==> src/rtl/ifid_imm_reg.sv <==
// IF/ID pipeline register with RISC-V format/immediate decode feeding a two-entry skid buffer.
// Optional feature: define IFID_ILLEGAL_EN to add the out_illegal flag for unrecognised opcodes.
`timescale 1ns/1ps
module ifid_imm_reg #(
  parameter int XLEN = 32,
  parameter int PC_W = 32
) (
  input  logic            clk,
  input  logic            rst,
  input  logic            in_valid,
  output logic            in_ready,
  input  logic [31:0]     in_inst,
  input  logic [PC_W-1:0] in_pc,
  input  logic            flush,
  output logic            out_valid,
  input  logic            out_ready,
  output logic [31:0]     out_inst,
  output logic [PC_W-1:0] out_pc,
  output logic [XLEN-1:0] out_imm,
  output logic [2:0]      out_fmt
`ifdef IFID_ILLEGAL_EN
  ,
  output logic            out_illegal
`endif
);

  localparam logic [6:0] OP_R     = 7'b0110011;
  localparam logic [6:0] OP_LUI   = 7'b0110111;
  localparam logic [6:0] OP_AUIPC = 7'b0010111;
  localparam logic [6:0] OP_BR    = 7'b1100011;
  localparam logic [6:0] OP_IALU  = 7'b0010011;
  localparam logic [6:0] OP_JAL   = 7'b1101111;
  localparam logic [6:0] OP_JALR  = 7'b1100111;
  localparam logic [6:0] OP_LOAD  = 7'b0000011;
  localparam logic [6:0] OP_STORE = 7'b0100011;

  localparam logic [2:0] FMT_NONE = 3'b000;
  localparam logic [2:0] FMT_R    = 3'b001;
  localparam logic [2:0] FMT_U    = 3'b010;
  localparam logic [2:0] FMT_B    = 3'b011;
  localparam logic [2:0] FMT_I    = 3'b100;
  localparam logic [2:0] FMT_J    = 3'b101;
  localparam logic [2:0] FMT_JALR = 3'b110;
  localparam logic [2:0] FMT_LS   = 3'b111;

  typedef enum logic [1:0] {
    S_EMPTY = 2'd0,
    S_ONE   = 2'd1,
    S_TWO   = 2'd2
  } state_t;

  state_t            r_state;
  state_t            w_next;
  logic              r_in_ready;
  logic              w_in_fire;
  logic              w_load_main_in;
  logic              w_load_main_skid;
  logic              w_load_skid;

  logic [6:0]        w_opcode;
  logic [2:0]        w_fmt;
  logic signed [31:0] w_imm32;
  logic [XLEN-1:0]   w_imm;

  logic [31:0]       r_main_inst;
  logic [PC_W-1:0]   r_main_pc;
  logic [XLEN-1:0]   r_main_imm;
  logic [2:0]        r_main_fmt;
  logic [31:0]       r_skid_inst;
  logic [PC_W-1:0]   r_skid_pc;
  logic [XLEN-1:0]   r_skid_imm;
  logic [2:0]        r_skid_fmt;

  assign w_opcode = in_inst[6:0];

  always_comb begin
    w_fmt   = FMT_NONE;
    w_imm32 = '0;
    case (w_opcode)
      OP_R: w_fmt = FMT_R;
      OP_LUI, OP_AUIPC: begin
        w_fmt   = FMT_U;
        w_imm32 = {in_inst[31:12], 12'b0};
      end
      OP_BR: begin
        w_fmt   = FMT_B;
        w_imm32 = {{19{in_inst[31]}}, in_inst[31], in_inst[7], in_inst[30:25],
                   in_inst[11:8], 1'b0};
      end
      OP_IALU: begin
        w_fmt   = FMT_I;
        w_imm32 = {{20{in_inst[31]}}, in_inst[31:20]};
      end
      OP_JAL: begin
        w_fmt   = FMT_J;
        w_imm32 = {{11{in_inst[31]}}, in_inst[31], in_inst[19:12], in_inst[20],
                   in_inst[30:21], 1'b0};
      end
      OP_JALR: begin
        w_fmt   = FMT_JALR;
        w_imm32 = {{20{in_inst[31]}}, in_inst[31:20]};
      end
      OP_LOAD: begin
        w_fmt   = FMT_LS;
        w_imm32 = {{20{in_inst[31]}}, in_inst[31:20]};
      end
      OP_STORE: begin
        w_fmt   = FMT_LS;
        w_imm32 = {{20{in_inst[31]}}, in_inst[31:25], in_inst[11:7]};
      end
      default: ;
    endcase
  end

  // Signed cast sign-extends the 32-bit immediate to XLEN.
  assign w_imm = XLEN'(w_imm32);

  assign in_ready  = ~rst & r_in_ready;
  assign w_in_fire = in_valid & in_ready;
  assign out_valid = (r_state != S_EMPTY);

  always_ff @(posedge clk) begin
    if (rst) begin
      r_state    <= S_EMPTY;
      r_in_ready <= 1'b1;
    end else begin
      r_state    <= w_next;
      r_in_ready <= (w_next != S_TWO);
    end
  end

  always_comb begin
    w_next           = r_state;
    w_load_main_in   = 1'b0;
    w_load_main_skid = 1'b0;
    w_load_skid      = 1'b0;
    if (flush) begin
      w_next = S_EMPTY;
    end else begin
      case (r_state)
        S_EMPTY: begin
          if (w_in_fire) begin
            w_next         = S_ONE;
            w_load_main_in = 1'b1;
          end
        end
        S_ONE: begin
          if (w_in_fire) begin
            if (out_ready) begin
              w_load_main_in = 1'b1;
            end else begin
              w_load_skid = 1'b1;
              w_next      = S_TWO;
            end
          end else if (out_ready) begin
            w_next = S_EMPTY;
          end
        end
        S_TWO: begin
          if (out_ready) begin
            w_load_main_skid = 1'b1;
            w_next           = S_ONE;
          end
        end
        default: w_next = S_EMPTY;
      endcase
    end
  end

  // Data registers move only on a load; flush clears validity, not contents.
  always_ff @(posedge clk) begin
    if (rst) begin
      r_main_inst <= '0;
      r_main_pc   <= '0;
      r_main_imm  <= '0;
      r_main_fmt  <= '0;
      r_skid_inst <= '0;
      r_skid_pc   <= '0;
      r_skid_imm  <= '0;
      r_skid_fmt  <= '0;
    end else begin
      if (w_load_main_in) begin
        r_main_inst <= in_inst;
        r_main_pc   <= in_pc;
        r_main_imm  <= w_imm;
        r_main_fmt  <= w_fmt;
      end else if (w_load_main_skid) begin
        r_main_inst <= r_skid_inst;
        r_main_pc   <= r_skid_pc;
        r_main_imm  <= r_skid_imm;
        r_main_fmt  <= r_skid_fmt;
      end
      if (w_load_skid) begin
        r_skid_inst <= in_inst;
        r_skid_pc   <= in_pc;
        r_skid_imm  <= w_imm;
        r_skid_fmt  <= w_fmt;
      end
    end
  end

  assign out_inst = r_main_inst;
  assign out_pc   = r_main_pc;
  assign out_imm  = r_main_imm;
  assign out_fmt  = r_main_fmt;

`ifdef IFID_ILLEGAL_EN
  logic w_illegal;
  logic r_main_ill;
  logic r_skid_ill;

  // An all-zero word has no valid opcode either, so every format-000 word is illegal.
  assign w_illegal = (w_fmt == FMT_NONE);

  always_ff @(posedge clk) begin
    if (rst) begin
      r_main_ill <= 1'b0;
      r_skid_ill <= 1'b0;
    end else begin
      if (w_load_main_in) begin
        r_main_ill <= w_illegal;
      end else if (w_load_main_skid) begin
        r_main_ill <= r_skid_ill;
      end
      if (w_load_skid) begin
        r_skid_ill <= w_illegal;
      end
    end
  end

  assign out_illegal = r_main_ill;
`else
  // Unknown opcodes flow through as format 000 with a zero immediate.
`endif

endmodule

==> config.mk <==
export PLATFORM = sky130hd
export DESIGN_NAME = ifid_imm_reg
export DESIGN_NICKNAME = d
export VERILOG_FILES = /design/src/rtl/ifid_imm_reg.sv
export SDC_FILE = /design/constraint.sdc
export NUM_CORES = 1
export LEC_CHECK = 0
export CAP_MARGIN = 20
export CORE_MARGIN = 1.5
export CORE_UTILIZATION = 55
export CTS_BUF_LIST = sky130_fd_sc_hd__clkbuf_2 sky130_fd_sc_hd__clkbuf_4 sky130_fd_sc_hd__clkbuf_8
export CTS_CLUSTER_DIAMETER = 80
export DETAILED_ROUTE_END_ITERATION = 10
export GPL_TIMING_DRIVEN = 1
export PLACE_DENSITY_LB_ADDON = 0.05
export SETUP_SLACK_MARGIN = 0.02
export SYNTH_ARGS = -nofsm -noshare
export SYNTH_HDL_FRONTEND = slang
export SYNTH_SLANG_ARGS = --single-unit
export TNS_END_PERCENT = 10
==> constraint.sdc <==
create_clock -name clk -period 2.9 [get_ports clk]
set_clock_uncertainty 0.15 [all_clocks]
set_input_delay 0.58 -clock clk [delete_from_list [all_inputs] [get_ports clk]]
set_output_delay 0.58 -clock clk [all_outputs]
set_load 0.02 [all_outputs]
* Yosys cells after proc, flatten, opt, wreduce, memory -nomap -nowiden
Index checks and enable logic that the tools add are counted.
** Storage, ports and cells
- Register bits :: 201
- Bits of input ports :: 69
- Output and inout bits :: 101
- Logic and storage cells :: 59
** Operators by class
- Equality and inequality tests :: 12
- Multiplexer cells :: 28
- Bitwise gates (word level) :: 3
- Reductions and logical operators :: 6
** Operator list (count)
- 32-bit two-way mux :: 6
- 32-bit case mux with 5 select lines :: 1
- 7-bit by 6-bit == test with 1-bit output (second input constant) :: 3
- 7-bit == test (second input constant) :: 3
- 3-bit case mux with 7 select lines :: 1
- 7-bit by 5-bit == test with 1-bit output (second input constant) :: 2
- 2-bit two-way mux :: 6
- 1-bit two-way mux :: 10
- 7-bit by 2-bit == test with 1-bit output (second input constant) :: 1
- 3-bit two-way mux :: 2
- 2-bit case mux with 3 select lines :: 1
- 2-bit nonzero test :: 2
- 2-bit OR reduction :: 2
- 3-bit OR reduction :: 1
- 1-bit bitwise AND :: 2
- 2-bit by 1-bit == test with 1-bit output (second input constant) :: 1
- 2-bit == test (second input constant) :: 1
- 2-bit logical NOT :: 1
- 2-bit inequality test (second input constant) :: 1
- 1-bit case mux with 2 select lines :: 1
- 1-bit inverter :: 1

* Depth between registers and ports, before layout
- Depth after elaboration :: 7
- Mapped depth :: 7
- Gate-level depth less buffers :: 4

* Worst setup path after synthesis
No wires, ideal clock.
- Path kind :: input -> output
- From :: in rst
- To :: out in_ready
- Arrival :: 1285 ps
- Data required time :: 2170 ps
- Setup slack :: 885 ps
- Stages on the path :: 3
- Buffers on the path :: 2
- Cell sequence :: clkbuf_1 -> clkbuf_1 -> nor2b_1
** On the way
- Cells in the longest elaborated chain, start to end :: 2
** RTL lines
- start: declaration :: RTL line 9 : input logic rst,
- 1-bit inverter :: RTL line 118 : assign in_ready = ~rst & r_in_ready;
- 1-bit bitwise AND :: RTL line 118
- end: declaration :: RTL line 11 : output logic in_ready,
Every way passes these cells.

* Worst setup path after layout
- From :: reg r_state[1]
- To :: out out_valid
** On the way
- Cells in the longest elaborated chain, start to end :: 1
** RTL lines
- start: declaration :: RTL line 52 : state_t r_state;
- start signal: assignment :: RTL line 127 : r_state <= w_next;
- 2-bit nonzero test :: RTL line 120 : assign out_valid = (r_state != S_EMPTY);
- end: declaration :: RTL line 15 : output logic out_valid,
Every way passes these cells.

==> reports/results.tsv <==
stage	metric	value	unit
status	status	finished clean	
setup_path	WS Path Type	reg2out	
timing	Rel. slew slack	31.8	%
clock_tree	post-CTS resize count	0	
route	drt wl/cell	16.1	µm
clock_tree	CTS buffer count	35	
setup_path	Worst setup EP type	output pin	
logic_synthesis	largest cells by area after synthesis	dfxtp_1 (48%), nand2_1 (13%), a311oi_1 (6.5%), a21oi_1 (5.6%), nor2_1 (3.6%)	
logic_synthesis	EDFF count, synth	0	
logic_synthesis	Main synth FF type	dfxtp_1	
min_path	WHS Path Cells	2	
logic_synthesis	post-synthesis area per instance	8.30	µm²
route	DRC Markers	0	
clock_tree	Clock Path Buffers	3	
setup_path	reg2reg start	r_state[1]	
final_layout	Nets	1232	
logic_synthesis	Syn Nets	1075	
grt	first-pass GRT wire length	35.7	mm
timing	Finish-stage setup viols	0	
final_layout	fill cell count	1111	
floorplanning	I/O Pins	170	
floorplanning	die width	126	µm
clock_tree	post-CTS setup buffers	0	
pwr	peak supply drop	0.483	mV
min_path	WHS Endpoint	r_skid_imm[6]	
timing	slew of the pin with the lowest slew margin	1.02	ns
final_layout	Multi-input gate area	3950	µm²
pwr	Pint	0.00472	W
route	post-route ant nets	0	
pwr	Psw	0.00150	W
pwr	Combinational Power Share	9.7	%
logic_synthesis	Post-Syn Area	8350	µm²
timing	min Tclk post-route	2.48	ns
place	Detail Placement HPWL	13.7	mm
setup_path	Critical Path Source Type	flop	
clock_tree	H-tree depth	2	
timing	crit share post-route	85.4	%
logic_synthesis	top cell type's share of synthesized area	48.2	%
min_path	Hold Path Origin	r_skid_imm[6]	
timing	Slew Limit Fails	0	
final_layout	share of cells above drive strength 1	11.3	%
setup_path	R2R cell count	4	
floorplanning	# rows	44	
setup_path	Critical Path AT	1.75	ns
clock_tree	CTS tree	yes	
floorplanning	Die H	126	µm
pwr	Clock power frac	44.2	%
floorplanning	die area	15900	µm²
clock_tree	hold buffer count at CTS	0	
logic_synthesis	Synth area leader	dfxtp_1	
run	MaxCap Viol Count	0	
pwr	switch share	24.1	%
final_layout	fin util	75.0	%
clock_tree	Root Buffer	clkbuf_8	
logic_synthesis	Seq cells post-synth	201	
logic_synthesis	sequential fraction of the synthesis area	48.2	%
floorplanning	Starting Density	56.8	%
logic_synthesis	synthesized instance count	1006	
setup_path	required time of the worst setup path	2.17	ns
floorplanning	Core ar.	14700	µm²
timing	maximum clock rate	0.404	GHz
pwr	leak pwr	3.85	nW
final_layout	Reg area	4020	µm²
timing	Setup Total Neg Slack	0	ns
logic_synthesis	Cell variety after synth	54	
logic_synthesis	Post-synth ARST share	0	%
grt	pin count of the biggest net entering global routing	96	
grt	vias in the first global route	7052	
logic_synthesis	synthesis warning total	0	
clock_tree	clk slew on worst S/H paths	0.06	ns
route	detailed-route via count	7852	
grt	initial antenna violation count	0	
route	Starting DRT DRC Count	498	
grt	global-route usage over all layers	27.3	%
setup_path	Critical R2R Capture	r_skid_imm[21]	
place	number of port buffers	169	
place	gpl congestion	0.839	
timing	final hold vios	0	
final_layout	area delta synth->final	32.0	%
final_layout	Post-Layout Cell Count	1372	
route	DR pass1 iterations	5	
setup_path	R2R setup slack	0.63	ns
final_layout	ant diodes	0	
clock_tree	worst-skew pair later-pin latency	0.52	ns
route	total wire length	22.1	mm
setup_path	worst-path fanout max	7	
clock_tree	clock sink count	201	
route	via/cell ratio	5.72	
pwr	Flop pwr share	46.1	%
pwr	pwr dens	564	nW/µm²
grt	GR Overflow Total	0	
min_path	worst min path class	reg2reg	
place	Inst Count DP	1310	
timing	RSZ-0062 raised after global routing	false	
metal layers:
| metal | GRT usage, % | vias to the layer above | wire length (µm) |
|---|---|---|---|
| met5 | 0 | - | 0 |
| met4 | 9.74 | 0 | 446 |
| met3 | 4.55 | 34 | 1270 |
| met2 | 42.3 | 266 | 10100 |
| met1 | 38.5 | 3707 | 10300 |
| li1 | - | 3845 | - |
cell families (layout without fill, tap and decap cells):
group / Yosys count / in the layout / share of synthesized area [%]
flip-flops: 201 / 201 / 48.2
XOR/XNOR: 1 / 1 / 0.105
AND/OR/NAND/NOR: 452 / 452 / 23.5
multiplexers: 28 / 28 / 3.48
buffers and inverters: 94 / 276 / 5.08
AO/OA/AOI/OAI: 230 / 230 / 19.6
registers in the layout (all words and copies together), names as in the netlist:
name / cells
r_skid_imm: 32
out_pc: 32
r_state: 2
out_fmt: 3
out_imm: 32
r_skid_fmt: 3
r_skid_inst: 32
r_in_ready: 1
r_skid_pc: 32
out_inst: 32
final cells by class:
type / instances / share of cell area [%]
Clock buffer: 58 / 6.67
Clock inverter: 4 / 0.204
Inverter: 4 / 0.136
Multi-Input combinational cell: 711 / 35.8
Sequential cell: 201 / 36.5
Tap cell: 184 / 2.09
Timing Repair Buffer: 210 / 18.6
per-stage QoR:
stage / cell area [µm²] / hold slack, ns / setup WS, ns / power, W
2_1_floorplan: 8350 / 0.279 / 0.885 / 0.00321
4_1_cts: 11000 / 0.302 / 0.402 / 0.00626
5_1_grt: 11000 / 0.315 / 0.381 / 0.00643
3_3_place_gp: 10300 / 0.290 / 0.109 / 0.00352
6_report: 11000 / 0.300 / 0.425 / 0.00622
3_5_place_dp: 10300 / 0.294 / 0.0751 / 0.00353
cell usage after synthesis, drive strengths merged (4+ instances only):
cell,n
o211ai,9
buf,48
a311oi,62
nand3b,13
a211oi,23
dfxtp,201
and3,4
clkbuf,42
nor2b,4
mux2,8
nor3,12
nor2,79
inv,4
nand2b,5
a21oi,94
a22oi,7
nand2,294
a221oi,21
o21ai,5
mux2i,20
nand3,21
power by group through the flow:
stage / clock network, W / logic (W) / registers (W)
floorplan: 0 / 0.000204 / 0.00300
global placement: 0 / 0.000597 / 0.00293
detailed placement: 0 / 0.000600 / 0.00293
CTS: 0.00278 / 0.000604 / 0.00287
global route: 0.00291 / 0.000646 / 0.00287
finish: 0.00275 / 0.000605 / 0.00287
critical path, stage by stage (launching register included):
cell and delay, ns:
dfxtp_1 0.47, or2_2 0.17, clkdlybuf4s50_1 0.59
cell usage in the layout (no fill, tap or decap), types with 8 or more instances in the layout:
| cell | n |
|---|---|
| nand3_1 | 21 |
| clkbuf_8 | 48 |
| nand2_1 | 294 |
| a21oi_1 | 93 |
| a311oi_1 | 62 |
| nor2_1 | 79 |
| mux2i_1 | 20 |
| buf_4 | 37 |
| a211oi_1 | 23 |
| a221oi_1 | 19 |
| clkdlybuf4s50_1 | 168 |
| clkbuf_4 | 10 |
| mux2_2 | 8 |
| nand3b_1 | 12 |
| nor3_1 | 9 |
| dfxtp_1 | 201 |
| o211ai_1 | 9 |
worst max path at each step:
stage | startpoint | endpoint | slack (ns)
floorplan | rst | in_ready | 0.89
global placement | in_valid | r_skid_imm[30] | 0.11
detailed placement | in_valid | r_skid_imm[27] | 0.08
CTS | r_state[1] | out_valid | 0.40
global route | r_state[1] | out_valid | 0.38
finish | r_state[1] | out_valid | 0.42
(Power assumes the default switching activity.)
